`config.mk`:
```
export PLATFORM = sky130hd
export DESIGN_NAME = ula_ctrl
export DESIGN_NICKNAME = d
export VERILOG_FILES = /design/src/rtl/ula_ctrl.sv
export SDC_FILE = /design/constraint.sdc
export NUM_CORES = 1
export LEC_CHECK = 0
export ABC_AREA = 1
export BUFFER_PORTS_ARGS = -buffer_cell sky130_fd_sc_hd__buf_4
export CORE_MARGIN = 1.5
export CORE_UTILIZATION = 49
export DETAILED_ROUTE_END_ITERATION = 12
export PLACE_DENSITY = 0.94
export SLEW_MARGIN = 30
export SYNTH_ARGS = -nofsm -noshare
export SYNTH_HDL_FRONTEND = slang
export SYNTH_SLANG_ARGS = --single-unit
```
`constraint.sdc`:
```
create_clock -name clk -period 2.2 [get_ports clk]
set_input_delay 0 -clock clk [delete_from_list [all_inputs] [get_ports clk]]
set_output_delay 0 -clock clk [all_outputs]
set_load 0.01 [all_outputs]
```
`src/rtl/ula_ctrl.sv`:
```
// Multi-cycle issuing controller for the ULA: fetch, decode, one-cycle ALU issue,
// register write-back and flag-driven conditional jumps.
module ula_ctrl #(
  parameter int unsigned PC_W    = 8,
  parameter logic [3:0]  IDLE_OP = 4'b1111,
  localparam int unsigned DW     = 8,
  localparam int unsigned IW     = 16,
  localparam int unsigned RAW    = 2,
  localparam int unsigned OPW    = 4
) (
  input  logic            clk,
  input  logic            rst_n,
  input  logic            start,
  output logic [PC_W-1:0] instr_addr,
  input  logic [IW-1:0]   instr_data,
  output logic [RAW-1:0]  rf_ra_addr,
  output logic [RAW-1:0]  rf_rb_addr,
  input  logic [DW-1:0]   rf_ra_data,
  input  logic [DW-1:0]   rf_rb_data,
  output logic [DW-1:0]   alu_a,
  output logic [DW-1:0]   alu_b,
  output logic [OPW-1:0]  alu_op,
  input  logic [DW-1:0]   alu_result,
  input  logic            alu_zero,
  input  logic            alu_carry,
  input  logic            alu_neg,
  output logic            rf_we,
  output logic [RAW-1:0]  rf_wa,
  output logic [DW-1:0]   rf_wd,
  output logic            busy,
  output logic            halted
);

  localparam logic [OPW-1:0] OPC_ADD  = 4'b0000;
  localparam logic [OPW-1:0] OPC_SUB  = 4'b0001;
  localparam logic [OPW-1:0] OPC_LDI  = 4'b0010;
  localparam logic [OPW-1:0] OPC_SHL  = 4'b0101;
  localparam logic [OPW-1:0] OPC_SHR  = 4'b0110;
  localparam logic [OPW-1:0] OPC_JMP  = 4'b1000;
  localparam logic [OPW-1:0] OPC_JZ   = 4'b1001;
  localparam logic [OPW-1:0] OPC_JC   = 4'b1010;
  localparam logic [OPW-1:0] OPC_JN   = 4'b1011;
  localparam logic [OPW-1:0] OPC_HALT = 4'b1111;

  typedef enum logic [2:0] {
    S_IDLE   = 3'd0,
    S_FETCH  = 3'd1,
    S_DECODE = 3'd2,
    S_EXEC   = 3'd3,
    S_WB     = 3'd4,
    S_HALT   = 3'd5
  } state_e;

  state_e          state_q, state_d;
  logic [PC_W-1:0] pc_q, pc_d;
  logic [IW-1:0]   ir_q, ir_d;
  logic            z_q, z_d;
  logic            c_q, c_d;
  logic            n_q, n_d;

  logic [OPW-1:0]  opc;
  logic [RAW-1:0]  rd;
  logic [RAW-1:0]  rs;
  logic [DW-1:0]   imm;
  logic            is_alu;
  logic            is_jump;
  logic            jump_taken;
  logic [PC_W-1:0] pc_inc;

  // Instruction fields decoded from the latched IR
  assign opc    = ir_q[15:12];
  assign rd     = ir_q[11:10];
  assign rs     = ir_q[9:8];
  assign imm    = ir_q[7:0];
  assign pc_inc = pc_q + PC_W'(1);

  assign is_alu  = (opc == OPC_ADD) || (opc == OPC_SUB) ||
                   (opc == OPC_SHL) || (opc == OPC_SHR);
  assign is_jump = (opc == OPC_JMP) || (opc == OPC_JZ) ||
                   (opc == OPC_JC)  || (opc == OPC_JN);

  // Conditional jumps resolve against the shadow flags, never the live ULA flags
  always_comb begin
    jump_taken = 1'b0;
    case (opc)
      OPC_JMP: jump_taken = 1'b1;
      OPC_JZ:  jump_taken = z_q;
      OPC_JC:  jump_taken = c_q;
      OPC_JN:  jump_taken = n_q;
      default: jump_taken = 1'b0;
    endcase
  end

  // State and datapath registers
  always_ff @(posedge clk or negedge rst_n) begin
    if (!rst_n) begin
      state_q <= S_IDLE;
      pc_q    <= '0;
      ir_q    <= '0;
      z_q     <= 1'b1;
      c_q     <= 1'b0;
      n_q     <= 1'b0;
    end else begin
      state_q <= state_d;
      pc_q    <= pc_d;
      ir_q    <= ir_d;
      z_q     <= z_d;
      c_q     <= c_d;
      n_q     <= n_d;
    end
  end

  // Next-state, PC, IR and flag update
  always_comb begin
    state_d = state_q;
    pc_d    = pc_q;
    ir_d    = ir_q;
    z_d     = z_q;
    c_d     = c_q;
    n_d     = n_q;
    case (state_q)
      S_IDLE: begin
        if (start) state_d = S_FETCH;
      end
      S_FETCH: begin
        ir_d    = instr_data;
        state_d = S_DECODE;
      end
      S_DECODE: begin
        if (is_alu) begin
          state_d = S_EXEC;
        end else if (opc == OPC_LDI) begin
          state_d = S_WB;
        end else if (opc == OPC_HALT) begin
          state_d = S_HALT;
        end else if (is_jump) begin
          state_d = S_FETCH;
          pc_d    = jump_taken ? PC_W'(imm) : pc_inc;
        end else begin
          state_d = S_FETCH;
          pc_d    = pc_inc;
        end
      end
      S_EXEC: begin
        state_d = S_WB;
      end
      S_WB: begin
        state_d = S_FETCH;
        pc_d    = pc_inc;
        // N only tracks subtraction; other ALU ops leave it alone
        if (is_alu) begin
          z_d = alu_zero;
          c_d = alu_carry;
          if (opc == OPC_SUB) n_d = alu_neg;
        end
      end
      S_HALT: begin
        state_d = S_HALT;
      end
      default: begin
        state_d = S_IDLE;
      end
    endcase
  end

  // Outputs decoded from the registered state so reset clears them at once
  always_comb begin
    alu_op     = IDLE_OP;
    alu_a      = '0;
    alu_b      = '0;
    rf_we      = 1'b0;
    rf_wd      = imm;
    rf_wa      = rd;
    rf_ra_addr = rd;
    rf_rb_addr = rs;
    instr_addr = pc_q;
    busy       = (state_q != S_IDLE) && (state_q != S_HALT);
    halted     = (state_q == S_HALT);
    case (state_q)
      S_EXEC: begin
        alu_op = opc;
        alu_a  = rf_ra_data;
        alu_b  = rf_rb_data;
      end
      S_WB: begin
        rf_we = 1'b1;
        rf_wd = is_alu ? alu_result : imm;
      end
      default: begin
        alu_op = IDLE_OP;
      end
    endcase
  end

endmodule

```
After elaboration in Yosys (flattened, before gate mapping)
Cells that the tools add are included.
- input bits: 46
- register bits: 30
- word-level logic and storage cells: 58
- muxes and demuxes: 18
- equal/unequal tests: 19
- add/sub/neg operators: 1
- reduce and logical (&&, ||, !) cells: 14
- operators with widths (kind ; count):
    $mux 8 ; 9
    $eq 4x4->1 const B ; 5
    $pmux 3 s6 ; 1
    $pmux 8 s2 ; 1
    $mux 3 ; 4
    $add 8x1->8 const B ; 1
    $eq 4x3->1 const B ; 2
    $ne 2x2->1 const B ; 4
    $eq 3x2->1 const B ; 2
    $eq 3x3->1 const B ; 2
    $logic_or 1x1->1 ; 6
    $eq 4x1->1 const B ; 1
    $eq 4x2->1 const B ; 1
    $logic_not 4->1 ; 1
    $mux 4 ; 1
    $pmux 1 s4 ; 1
    $reduce_and 4->1 ; 1
    $eq 3x1->1 const B ; 1
    $logic_not 3->1 ; 1
    $ne 3x3->1 const B ; 1
    $reduce_and 3->1 ; 1
    $reduce_bool 3->1 ; 1
    $reduce_and 2->1 ; 1
    $reduce_bool 2->1 ; 1
    2 further kinds ; 2

Longest topological paths before layout
Gate-level depths: netlist (run 1).
- depth in word-level cells: 9
- depth in mapped cells: 9
- mapped depth without buffers: 9

Worst setup path before layout (run 1)
No wires, ideal clock.
- kind: register to register
- start point: reg state_q[1]
- end point: reg pc_q[5], in the netlist instr_addr[5]
- path buffers: 0
- setup time: 0.117 ns
- slack: 0.931 ns
- arrival time: 1.152 ns
- stages on the path, launching flop included: 7
- cells stage by stage: dfrtp_1 > nor2_1 > nand2_1 > nand2_1 > nand3_1 > nand2_1 > nand2_1
- cells in the longest elaborated chain, start to end: 3
- elaborated cells on any way between the ends: 8
- those cells by class: eq/ne (5); mux (1); reduce/logical (2)
- RTL lines (element ; RTL line ; source):
    from (decl) ; 54 ; state_e state_q, state_d;
    from (signal assigned) ; 104 ; state_q <= state_d;
    $eq 3x2->1 / $eq 3x3->1 (equally long branches) ; 121 ; case (state_q)
    $ne 2x2->1 (no line) / $reduce_bool 2->1 (equally long branches) ; -- ;
    $reduce_and 4->1 (no line) ; -- ;
    to (signal assigned) ; 105 ; pc_q <= pc_d;
    to (decl) ; 55 ; logic [PC_W-1:0] pc_q, pc_d;
Several ways; a longest one is shown, not always the timed one.
A chain may end at the register's enable or synchronous reset.

Final worst setup path (run 1)
- start point: reg state_q[1]
- end point: out rf_wd[7]
- cells in the longest elaborated chain, start to end: 2
- RTL lines (element ; RTL line ; source):
    $eq 3x3->1 ; 179 ; case (state_q)
    $mux 8 ; 179 ;
    to (decl) ; 29 ; output logic [DW-1:0] rf_wd,
Every way passes these cells.

==> results of run 1 <==
==> cell usage after synthesis, types with 2 or more instances <==
library cell	number	area [µm²]
nand2_1	67	251.5
inv_1	36	135.1
nor2_1	35	131.4
dfrtp_1	29	725.7
nand3_1	20	100.1
a21oi_1	14	70.07
o21ai_0	12	60.06
buf_4	8	60.06
inv_2	5	18.77
mux2_1	4	45.04
buf_2	3	15.01
nor2_2	3	18.77
nor3_1	3	15.01
nand2_2	2	12.51
nand4_1	2	12.51
xor2_1	2	17.52
==> final cells by class <==
cell class,instances,area [µm²]
Timing Repair Buffer,113,900.9
Multi-Input combinational cell,171,800.8
Sequential cell,30,752.0
Fill cell,252,690.7
Inverter,41,153.9
Tap cell,46,57.56
Clock buffer,7,55.05
Clock inverter,1,5.005
==> where the power goes <==
part           internal, mW  switching [mW]
combinational         0.790            1.05
sequential            0.817           0.214
clock                 0.155           0.195
==> critical path: cells and delay by family, from the launching register on <==
kind	cells	cell delay, ps
simple gates	4	970
compound gates	1	140
buf+inv	1	170
flops	1	420
==> metrics by stage <==
stage / setup slack, ps / instances / util
5_1_grt: 9.505 / 409 / 0.7978
4_1_cts: 68.50 / 409 / 0.7963
3_3_place_gp: 606.5 / 380 / 0.7172
6_report: 158.8 / 409 / 0.7978
2_1_floorplan: 930.8 / 254 / -
3_5_place_dp: 457.6 / 380 / 0.7172
==> placed cells by master, fill, tap and decap left out, drive strengths merged, types with 2 or more instances in the layout <==
| cell type | count |
|---|---|
| nor3 | 3 |
| nor2 | 39 |
| xor2 | 2 |
| o21ai | 12 |
| clkbuf | 7 |
| nand4 | 2 |
| dfrtp | 29 |
| nand3 | 20 |
| mux2 | 4 |
| buf | 92 |
| inv | 41 |
| a21oi | 14 |
| nand2 | 69 |
| dlygate4sd3 | 21 |
==> what timing repair did <==
action                                 in CTS  in global routing
endpoints found under the hold margin      50                  0
resized for setup                           0                  1
hold buffers                               21                  0
buffers inserted                            0                  0
setup endpoints to repair                   0                  8
==> flip-flops by register name, summed over array words and instances (netlist names) <==
name / count
c_q: 1
instr_addr: 8
n_q: 1
ir_q: 16
state_q: 3
z_q: 1
==> cells by family after synthesis <==
logic type | count (synthesis) | share of synthesized area
adder cells (fa/ha/maj) | 1 | 0.007026
flip-flops | 30 | 0.4224
multiplexers | 4 | 0.02530
buffers and inverters | 53 | 0.1307
AND/OR/NAND/NOR | 135 | 0.3183
AO/OA/AOI/OAI | 28 | 0.08152
XOR/XNOR | 3 | 0.01476
==> layer usage <==
metal  track usage  share of wire
met1        0.3244           0.39
met2        0.5066           0.51
met3       0.05000          0.065
met4        0.1332          0.038
met5             0              0
==> how the worst max path moves through the flow <==
stage	start	depth (start not counted)	slack, ps	end
4_1_cts	state_q[1]$_DFFE_PN0P_	6	70	rf_wd[6]
3_3_place_gp	state_q[1]$_DFFE_PN0P_	6	610	n_q$_DFFE_PN0P_
6_report	state_q[1]$_DFFE_PN0P_	6	160	rf_wd[7]
2_1_floorplan	state_q[1]$_DFFE_PN0P_	6	930	instr_addr[5]$_DFFE_PN0P_
3_5_place_dp	state_q[1]$_DFFE_PN0P_	6	460	rf_wd[2]
5_1_grt	state_q[1]$_DFFE_PN0P_	6	10	rf_wd[7]
==> impl_results.md, run 1 <==
- Pleak: 1.474 nW
- Routed WL: 5331 µm
- Critical Path Max Stage Delay: 420 ps
- Flops & latches, synth: 30
- Avg WL per Cell: 13.03 µm
- CP Launch Type: register
- YS warnings: 0
- Clk_skew: 9.985 ps
- Cell chain of the critical path: nor2_1 > nand2_1 > nor2_4 > nand2_1 > o21ai_0 > buf_4
- Final GP Congestion: 0.8981
- Setup TNS: 0 ps
- Longest Clk Path Bufs: 2
- # clock sinks: 30
- Detailed-route DRC error count: 0
- Ys flop type: dfrtp_1
- Reg2Reg Setup Slack: 610 ps
- Clk pin slew, worst setup/hold paths: 100 ps
- Max Clk Rate: 0.4899 GHz
- Peak supply drop: 0.8940 mV
- Initial antenna violation count: 0
- Vias in the first global route: 1979
- Slowest stage cell on the critical path: dfrtp_1
- Fraction of layout cells with a size suffix above 1: 0.3058
- Reg-to-Reg Start: state_q[1]$_DFFE_PN0P_
- Drt first pass iters: 5
- Post-DP HPWL: 3629 µm
- CTS Buf Count: 5
- Overall routing resource usage: 0.2821
- Tcrit/Tclk final: 0.9278
- Crit path DAT: 2040 ps
- Clk_lat worst skew: 340 ps
- Nets: 409
- Synthesized area: 1780 µm²
- Critical path endpoint category: output port
- Fin crit period: 2041 ps
- Cell Rows: 21
- Seq/Total Area, Yosys: 0.4223
- Required @ worst endpoint: 2200 ps
- End of the worst register-to-register path: z_q$_DFFE_PN1P_
- Final global-route overflow total: 0
- Largest net degree at the start of global routing: 31
- Setup Crit Path Kind: reg2out
- WHS: 114.6 ps
- Post-Syn Area per Cell: 7.010 µm²
- Drt initial violations: 154
- Slew @ Worst Pin: 479.9 ps
- Yosys cell types: 25
- Die Y: 63.28 µm
- Max transition margin: 0.6771
- Synthesis-to-finish area growth: 53.06%
- Initial Utilization: 0.5212
- Post-route cell area: 2725 µm²
- Total chip power: 3.225 mW
- Final Hold Fails: 0
- Fin. max-slew vios: 0
- Most common cell on crit path: nand2_1
- Final Setup Violations: 0
- Post-DP Area: 2450 µm²
- Core area: 3416 µm²
- H-tree depth: 2
- HP Class: in2async
- Die width: 63.28 µm
- Post-Synthesis Cells: 254
- Root buf cell: clkbuf_4
- Final ANT Viol Nets: 0
- Vias/cell: 5.010
- Post-Synthesis Net Count: 301
- Die footprint: 4004 µm²
- First-pass GRT wire length: 8880 µm
- Power per cell area: 1183 nW/µm²
- Outcome: completed
- TritonCTS clock tree: yes
- Ys async rst share: 1.000
- Max-cap viol count: 0
- Port Buffer Count: 90
- Crit Path Max Fanout: 21
- Vias: 2049
- RSZ-0062 raised after global routing: false
- EDFF count, synth: 0
- R2R depth: 5
- Antenna cells: 0
- Num ports: 91
Note: power is estimated with default switching activity, not from simulation.
==> inputs of run 2 (changes only) <==
--- a/config.mk
+++ b/config.mk
@@ -6,11 +6,11 @@
 export NUM_CORES = 1
 export LEC_CHECK = 0
 export ABC_AREA = 1
-export BUFFER_PORTS_ARGS = -buffer_cell sky130_fd_sc_hd__buf_4
 export CORE_MARGIN = 1.5
-export CORE_UTILIZATION = 49
+export CORE_UTILIZATION = 67
 export DETAILED_ROUTE_END_ITERATION = 12
-export PLACE_DENSITY = 0.94
+export DONT_BUFFER_PORTS = 1
+export PLACE_DENSITY = 0.92
 export SLEW_MARGIN = 30
 export SYNTH_ARGS = -nofsm -noshare
 export SYNTH_HDL_FRONTEND = slang
==> run 2 against run 1 <==
  * Final cell count down 26%
  * Critical path depth up 1
  * Worst hold slack worse by 25 ps
  * Highest routed layer unchanged
==> impl_results.md, run 2 (synthesis results as in run 1) <==
- Detailed-route DRC error count: 0 (unchanged)
- Part of the power in the clock network: 0.126 (was 0.108)
- Initial Utilization: 0.7122 (was 0.5212)
- Top sig layer: met4 (unchanged)
- Die Y: 54.55 µm (was 63.28 µm)
- Metal-1 WL: 1827 µm (was 2055 µm)
- Clk_lat worst skew: 330 ps (was 340 ps)
- Drt initial violations: 71 (was 154)
- Vias: 1754 (was 2049)
- Total chip power: 2.791 mW (was 3.225 mW)
- Num ports: 91 (unchanged)
- Crit path DAT: 2060 ps (was 2040 ps)
- Final Hold Fails: 0 (unchanged)
- Internal: 1.384 mW (was 1.762 mW)
- End of the worst register-to-register path: n_q$_DFFE_PN0P_ (was z_q$_DFFE_PN1P_)
- Reg power frac: 0.398 (was 0.320)
- Switching power: 1.408 mW (was 1.463 mW)
- Fill count: 143 (was 252)
- RSZ-0062 raised after global routing: false (unchanged)
- Core area: 2500 µm² (was 3416 µm²)
- H-tree depth: 2 (unchanged)
- Slew @ Worst Pin: 670.0 ps (was 479.9 ps)
- Max Clk Rate: 0.4850 GHz (was 0.4899 GHz)
- HP Class: in2out (was in2async)
- Setup Crit Path Kind: reg2out (unchanged)
- Placed instance count: 273 (was 380)
- Overall routing resource usage: 0.3431 (was 0.2821)
- Worst Hold Launch: rf_ra_data[2]
- Nets: 319 (was 409)
- Min-Delay Endpoint: alu_a[2]
- Switching Fraction: 0.5042 (was 0.4536)
- Crit Path Max Fanout: 21 (unchanged)
- Pleak: 1.038 nW (was 1.474 nW)
- Drt first pass iters: 4 (was 5)
- Port Buffer Count: 0 (was 90)
- Post-DP Area: 1747 µm² (was 2450 µm²)
- Power per cell area: 1367 nW/µm² (was 1183 nW/µm²)
- Cell Rows: 18 (was 21)
- R2R depth: 8 (was 5)
- Max FFs per register: 16 (unchanged)
- Initial antenna violation count: 0 (unchanged)
- Die width: 54.55 µm (was 63.28 µm)
- Critical path endpoint category: output port (unchanged)
- Fin crit period: 2062 ps (was 2041 ps)
- Peak supply drop: 1.028 mV (was 0.8940 mV)
- Antenna cells: 0 (unchanged)
- WL met2: 2239 µm (was 2721 µm)
- Final core occ: 0.8168 (was 0.7978)
- Die footprint: 2976 µm² (was 4004 µm²)
- # clock sinks: 30 (unchanged)
- Routed WL: 4648 µm (was 5331 µm)
- Clk_skew: 9.110 ps (was 9.985 ps)
- Synthesis-to-finish area growth: 14.69% (was 53.06%)
- Final ANT Viol Nets: 0 (unchanged)
- Tcrit/Tclk final: 0.9371 (was 0.9278)
- Setup TNS: 0 ps (unchanged)
- Fin cells: 303 (was 409)
- Clk pin slew, worst setup/hold paths: 90 ps (was 100 ps)
- Reg2Reg Setup Slack: 520 ps (was 610 ps)
- Vias in the first global route: 1578 (was 1979)
- Root buf cell: clkbuf_4 (unchanged)
- Final GP Congestion: 0.8971 (was 0.8981)
- Commonest non-fill, non-tap cell in the layout: nand2_1 (was buf_4)
- Post-DP HPWL: 2726 µm (was 3629 µm)
- Commonest cells after routing, fill and taps aside: 67 x nand2_1, 36 x inv_1, 35 x nor2_1 (was 92 x buf_4, 67 x nand2_1, 36 x inv_1)
- Largest net degree at the start of global routing: 31 (unchanged)
- Final global-route overflow total: 0 (unchanged)
- DR WL met3: 500 µm (was 349 µm)
- Vias/cell: 5.789 (was 5.010)
- Required @ worst endpoint: 2200 ps (about the same)
- Avg WL per Cell: 15.34 µm (was 13.03 µm)
- CTS Buf Count: 5 (unchanged)
- Final Setup Violations: 0 (unchanged)
- Outcome: completed (unchanged)
- Reg-to-Reg Start: ir_q[12]$_DFFE_PN0N_ (was state_q[1]$_DFFE_PN0P_)
- Fin. max-slew vios: 0 (unchanged)
- Longest Clk Path Bufs: 2 (unchanged)
- Most flop-heavy register: ir_q (unchanged)
- First-pass GRT wire length: 7162 µm (was 8880 µm)
- Comb power frac: 0.477 (was 0.572)
- CP Launch Type: register (unchanged)
- Post-route cell area: 2042 µm² (was 2725 µm²)
- Hold path depth: 2
- Fraction of layout cells with a size suffix above 1: 0.07692 (was 0.3058)
- Max transition margin: 0.5523 (was 0.6771)
- TritonCTS clock tree: yes (unchanged)
- Max-cap viol count: 0 (unchanged)
## run 2: cell types whose count changed in the layout (fill, tap and decap cells not counted), sizes merged
cell | before | now
buf | 92 | 2
## run 2: cell type report
cell class	instances	area (µm²)	share of cell area
inverters	41	153.9	0.07537
well taps	30	37.54	0.01838
flip-flops and latches	30	752.0	0.3683
clock buffers	7	55.05	0.02696
repair buffers	23	237.7	0.1164
multi-input cells	171	800.8	0.3922
clock inverters	1	5.005	0.002451
## run 2: worst max-delay path by stage
stage | from | cells past startpoint | endpoint | slack, ps
2_1_floorplan | state_q[1]$_DFFE_PN0P_ | 6 | instr_addr[5]$_DFFE_PN0P_ | 930
4_1_cts | state_q[1]$_DFFE_PN0P_ | 4 | rf_wd[7] | 180
5_1_grt | state_q[1]$_DFFE_PN0P_ | 5 | rf_wd[3] | 40
3_3_place_gp | state_q[1]$_DFFE_PN0P_ | 6 | n_q$_DFFE_PN0P_ | 600
3_5_place_dp | state_q[1]$_DFFE_PN0P_ | 6 | n_q$_DFFE_PN0P_ | 510
6_report | ir_q[12]$_DFFE_PN0N_ | 7 | rf_wd[3] | 140
## run 2: power by group through the flow
stage / registers (mW) / clock network (mW) / logic (mW)
after global placement: 1.09 / 0 / 1.16
after global routing: 1.14 / 0.378 / 1.49
after detailed placement: 1.11 / 0 / 1.19
after floorplan: 1.02 / 0 / 1.12
final: 1.11 / 0.350 / 1.33
after CTS: 1.09 / 0.349 / 1.25
## run 2: critical path: stages (launching register included)
cell and delay [ps]:
dfrtp_1 450, inv_2 130, nand2_1 70, nand2_1 80, nand3_1 170, nor2_4 410
nand2_1 160, o21ai_0 270
## run 2: what timing repair did
| action | CTS | global route |
|---|---|---|
| gates resized for setup | 0 | 1 |
| buffers inserted | 0 | 0 |
| endpoints found under the hold margin | 50 | 0 |
| setup endpoints to repair | 0 | 8 |
| hold buffers | 22 | 0 |
## run 2: routing by layer
layer	global-route usage	vias to the layer above
met1	0.4353	785
met3	0.1120	12
met5	0	-
li1	-	818
met2	0.5663	139
met4	0.08750	0
## run 2: stage by stage
| stage | hold WS (ps) | setup slack [ps] |
|---|---|---|
| after global placement | -295.0 | 598.4 |
| after floorplan | -295.6 | 930.8 |
| after global routing | 92.78 | 42.00 |
| final | 90.02 | 138.3 |
| after CTS | 90.96 | 181.1 |
| after detailed placement | -294.9 | 514.7 |
==> inputs of run 3 (changes only) <==
--- a/config.mk
+++ b/config.mk
@@ -5,12 +5,12 @@
 export SDC_FILE = /design/constraint.sdc
 export NUM_CORES = 1
 export LEC_CHECK = 0
-export ABC_AREA = 1
 export CORE_MARGIN = 1.5
 export CORE_UTILIZATION = 67
 export DETAILED_ROUTE_END_ITERATION = 12
 export DONT_BUFFER_PORTS = 1
 export PLACE_DENSITY = 0.92
+export SKIP_LAST_GASP = 1
 export SLEW_MARGIN = 30
 export SYNTH_ARGS = -nofsm -noshare
 export SYNTH_HDL_FRONTEND = slang
==> run 3 against run 2 <==
  * Sequential share of layout area is 1.3 points lower
  * Non-clock buffer count up 1
  * Register-to-register slack worse by 190 ps
  * Worst setup slack improved by 21 ps
  * Worst hold slack better by 27 ps
  * Via count decreased by 18%
  * Global-route usage decreased by 5.4 points
  * Critical path type unchanged
==> impl_results.md, run 3 <==
- Die footprint: 3161 µm² (was 2976 µm²)
- Initial antenna violation count: 0 (unchanged)
- Largest net degree at the start of global routing: 31 (unchanged)
- CP Launch Type: register (unchanged)
- Max FFs per register: 16 (unchanged)
- Pleak: 0.9424 nW (was 1.038 nW)
- Core area: 2710 µm² (was 2500 µm²)
- Cell chain of the critical path: nor2b_1 > xnor2_1 > nand3_2 > buf_4 > mux2_4 (was inv_2 > nand2_1 > nand2_1 > nand3_1 > nor2_4 > nand2_1 > o21ai_0)
- Detailed-route DRC error count: 0 (unchanged)
- Switching power: 1.390 mW (was 1.408 mW)
- Critical path endpoint category: output port (unchanged)
- Post-Synthesis Net Count: 220 (was 301)
- Final Hold Fails: 0 (unchanged)
- Commonest non-fill, non-tap cell in the layout: dfrtp_1 (was nand2_1)
- Placed instance count: 190 (was 273)
- Synth area leaders: dfrtp_1 38%, mux2_4 7.9%, mux2_2 5.9% (was dfrtp_1 41%, nand2_1 14%, inv_1 7.6%)
- End of the worst register-to-register path: instr_addr[3]$_DFFE_PN0P_ (was n_q$_DFFE_PN0P_)
- Required @ worst endpoint: 2200 ps (about the same)
- Ys flop type: dfrtp_1 (unchanged)
- # clock sinks: 30 (unchanged)
- Cell accounting for the most synthesized area: dfrtp_1 (unchanged)
- Post-DP HPWL: 3032 µm (was 2726 µm)
- Final ANT Viol Nets: 0 (unchanged)
- Part of the power in the clock network: 0.108 (was 0.126)
- Slowest stage cell on the critical path: dfrtp_1 (unchanged)
- TritonCTS clock tree: yes (unchanged)
- Reg-to-Reg Start: ir_q[14]$_DFFE_PN0N_ (was ir_q[12]$_DFFE_PN0N_)
- Post-Syn Area per Cell: 10.97 µm² (was 7.010 µm²)
- Clk_skew: 7.021 ps (was 9.110 ps)
- Fraction of layout cells with a size suffix above 1: 0.2275 (was 0.07692)
- Longest Clk Path Bufs: 2 (unchanged)
- R2R depth: 5 (was 8)
- Ys async rst share: 1.000 (unchanged)
- Vias: 1447 (was 1754)
- Yosys cell types: 48 (was 25)
- Final global-route overflow total: 0 (unchanged)
- Num ports: 91 (unchanged)
- CTS Buf Count: 5 (unchanged)
- Peak supply drop: 1.072 mV (was 1.028 mV)
- Synthesized area: 1898 µm² (was 1780 µm²)
- Max Clk Rate: 0.4901 GHz (was 0.4850 GHz)
- Crit. Startpoint: ir_q[14]$_DFFE_PN0N_ (was ir_q[12]$_DFFE_PN0N_)
- Critical path's top delay family: flip-flops (was simple AND/OR/NAND/NOR gates)
- Switching Fraction: 0.4447 (was 0.5042)
- Final Setup Violations: 0 (unchanged)
- Reg power frac: 0.415 (was 0.398)
- Vias/cell: 6.577 (was 5.789)
- Cell Rows: 19 (was 18)
- Commonest cells after routing, fill and taps aside: 29 x dfrtp_1, 21 x dlygate4sd3_1, 16 x and2_1 (was 67 x nand2_1, 36 x inv_1, 35 x nor2_1)
- EDFF count, synth: 0 (unchanged)
- YS warnings: 0 (unchanged)
- Fill count: 165 (was 143)
- H-tree depth: 2 (unchanged)
- Root buf cell: clkbuf_4 (unchanged)
- Post-Synthesis Cells: 173 (was 254)
- Setup TNS: 0 ps (unchanged)
- Nets: 235 (was 319)
- Yosys top cell area share: 0.3823 (was 0.4076)
- Reg2Reg Setup Slack: 330 ps (was 520 ps)
- Initial Utilization: 0.7004 (was 0.7122)
- Clk_lat worst skew: 320 ps (was 330 ps)
- RSZ-0062 raised after global routing: false (unchanged)
- Postcts setup bufs: 0 (unchanged)
- Crit Path Max Fanout: 10 (was 21)
- Slew @ Worst Pin: 638.0 ps (was 670.0 ps)
- Fin. max-slew vios: 0 (unchanged)
- Overall routing resource usage: 0.2888 (was 0.3431)
- CP Capture Point: rf_wd[5] (was rf_wd[3])
- Max-cap viol count: 0 (unchanged)
- HP Class: in2async (was in2out)
- Drt first pass iters: 4 (unchanged)
- Power per cell area: 1476 nW/µm² (was 1367 nW/µm²)
- Critical Path Max Stage Delay: 520 ps (was 450 ps)
- Setup Crit Path Kind: reg2out (unchanged)
- Fin cells: 220 (was 303)
- Flops & latches, synth: 30 (unchanged)
- Internal: 1.735 mW (was 1.384 mW)
- Die width: 56.23 µm (was 54.55 µm)
- Port Buffer Count: 0 (unchanged)
- Drt initial violations: 55 (was 71)
- Seq/Total Area, Yosys: 0.3962 (was 0.4223)
- Most flop-heavy register: ir_q (unchanged)
- Clk pin slew, worst setup/hold paths: 90 ps (about the same)
- Comb power frac: 0.477 (about the same)
- Max transition margin: 0.5731 (was 0.5523)
- Vias in the first global route: 1489 (was 1578)
- First-pass GRT wire length: 6900 µm (was 7162 µm)
- Final GP Congestion: 0.8415 (was 0.8971)
- Critical path depth: 5 (was 7)
- Crit path DAT: 2040 ps (was 2060 ps)
- Tcrit/Tclk final: 0.9274 (was 0.9371)
- Outcome: completed (unchanged)
- Antenna cells: 0 (unchanged)
- Avg WL per Cell: 19.52 µm (was 15.34 µm)
- Synth top cells by count: 29 x dfrtp_1, 16 x and2_1, 11 x nand2_1 (was 67 x nand2_1, 36 x inv_1, 35 x nor2_1)
- Die Y: 56.23 µm (was 54.55 µm)
- Fin crit period: 2040 ps (was 2062 ps)
- Count leader, synth: dfrtp_1 (was nand2_1)
- WP buf/inv: 1 (unchanged)
- Synthesis-to-finish area growth: 11.54% (was 14.69%)
- Routed WL: 4294 µm (was 4648 µm)
[run 3: changes by cell type after synthesis, moves of 4 or more]
cell | before | now
a21oi_1 | 14 | 8
a2bb2oi_1 | 0 | 4
and2_1 | 0 | 16
inv_1 | 36 | 4
inv_2 | 5 | 1
mux2_2 | 0 | 10
mux2_4 | 0 | 10
mux2i_1 | 0 | 9
nand2_1 | 67 | 11
nand3_1 | 20 | 5
nor2_1 | 35 | 4
o21ai_0 | 12 | 3
[run 3: worst min path at each step]
stage	slack, ps	to	start	cells after the start
6_report	120	ir_q[10]$_DFFE_PN0N_	rst_n	2
5_1_grt	120	ir_q[10]$_DFFE_PN0N_	rst_n	2
4_1_cts	100	ir_q[11]$_DFFE_PN0N_	rst_n	2
3_5_place_dp	-300	ir_q[11]$_DFFE_PN0N_	rst_n	0
3_3_place_gp	-300	ir_q[11]$_DFFE_PN0N_	rst_n	0
2_1_floorplan	-300	c_q$_DFFE_PN0P_	rst_n	0
[run 3: worst register-to-register path: stages, from the launching register on]
cell and delay [ps]:
dfrtp_1 490, or3_4 430, and2_4 170, o22ai_2 390, a21oi_1 100, o22a_1 190
[run 3: per-layer routing]
metal	vias up	global-route usage	share of wire
li1	641	-	-
met1	691	0.3272	0.37
met2	92	0.4790	0.52
met3	23	0.06977	0.066
met4	0	0.1939	0.051
met5	-	0	0
[run 3: cells by family after synthesis]
family                     synth area share
DFF                                  0.3962
adders and majority gates          0.006591
muxes                                0.2156
AOI/OAI and AO/OA                   0.09426
buffers and inverters               0.07580
and+or+nand+nor                      0.2024
xor gates and xnor gates           0.009230
[run 3: power by group through the flow]
stage | logic [mW] | registers [mW] | clock network, mW
4_1_cts | 1.48 | 1.28 | 0.345
3_3_place_gp | 1.35 | 1.27 | 0
5_1_grt | 1.61 | 1.34 | 0.378
2_1_floorplan | 1.52 | 1.07 | 0
6_report | 1.49 | 1.30 | 0.338
3_5_place_dp | 1.43 | 1.29 | 0
[run 3: what timing repair did]
item / in CTS / in global routing
endpoints found under the hold margin: 50 / 0
gates resized for setup: 0 / 0
hold buffers: 22 / 0
[run 3: per-stage QoR]
stage | utilization | hold slack, ps | setup WS, ps | total power [mW] | area (µm²)
2_1_floorplan | - | -295.6 | 552.0 | 2.593 | 1898
3_3_place_gp | 0.6741 | -295.0 | 440.6 | 2.615 | 1827
3_5_place_dp | 0.6741 | -295.0 | 364.2 | 2.722 | 1827
4_1_cts | 0.7812 | 99.27 | 161.6 | 3.110 | 2117
5_1_grt | 0.7812 | 124.1 | 51.60 | 3.333 | 2117
6_report | 0.7812 | 116.6 | 159.7 | 3.125 | 2117
[run 3: area by class of cell]
cell class	instances	area, µm²	share of cell area
Clock buffer	7	55.05	0.02600
Clock inverter	1	5.005	0.002364
Inverter	5	18.77	0.008865
Multi-Input combinational cell	122	1002	0.4734
Sequential cell	30	752.0	0.3552
Tap cell	31	38.79	0.01832
Timing Repair Buffer	24	245.2	0.1158
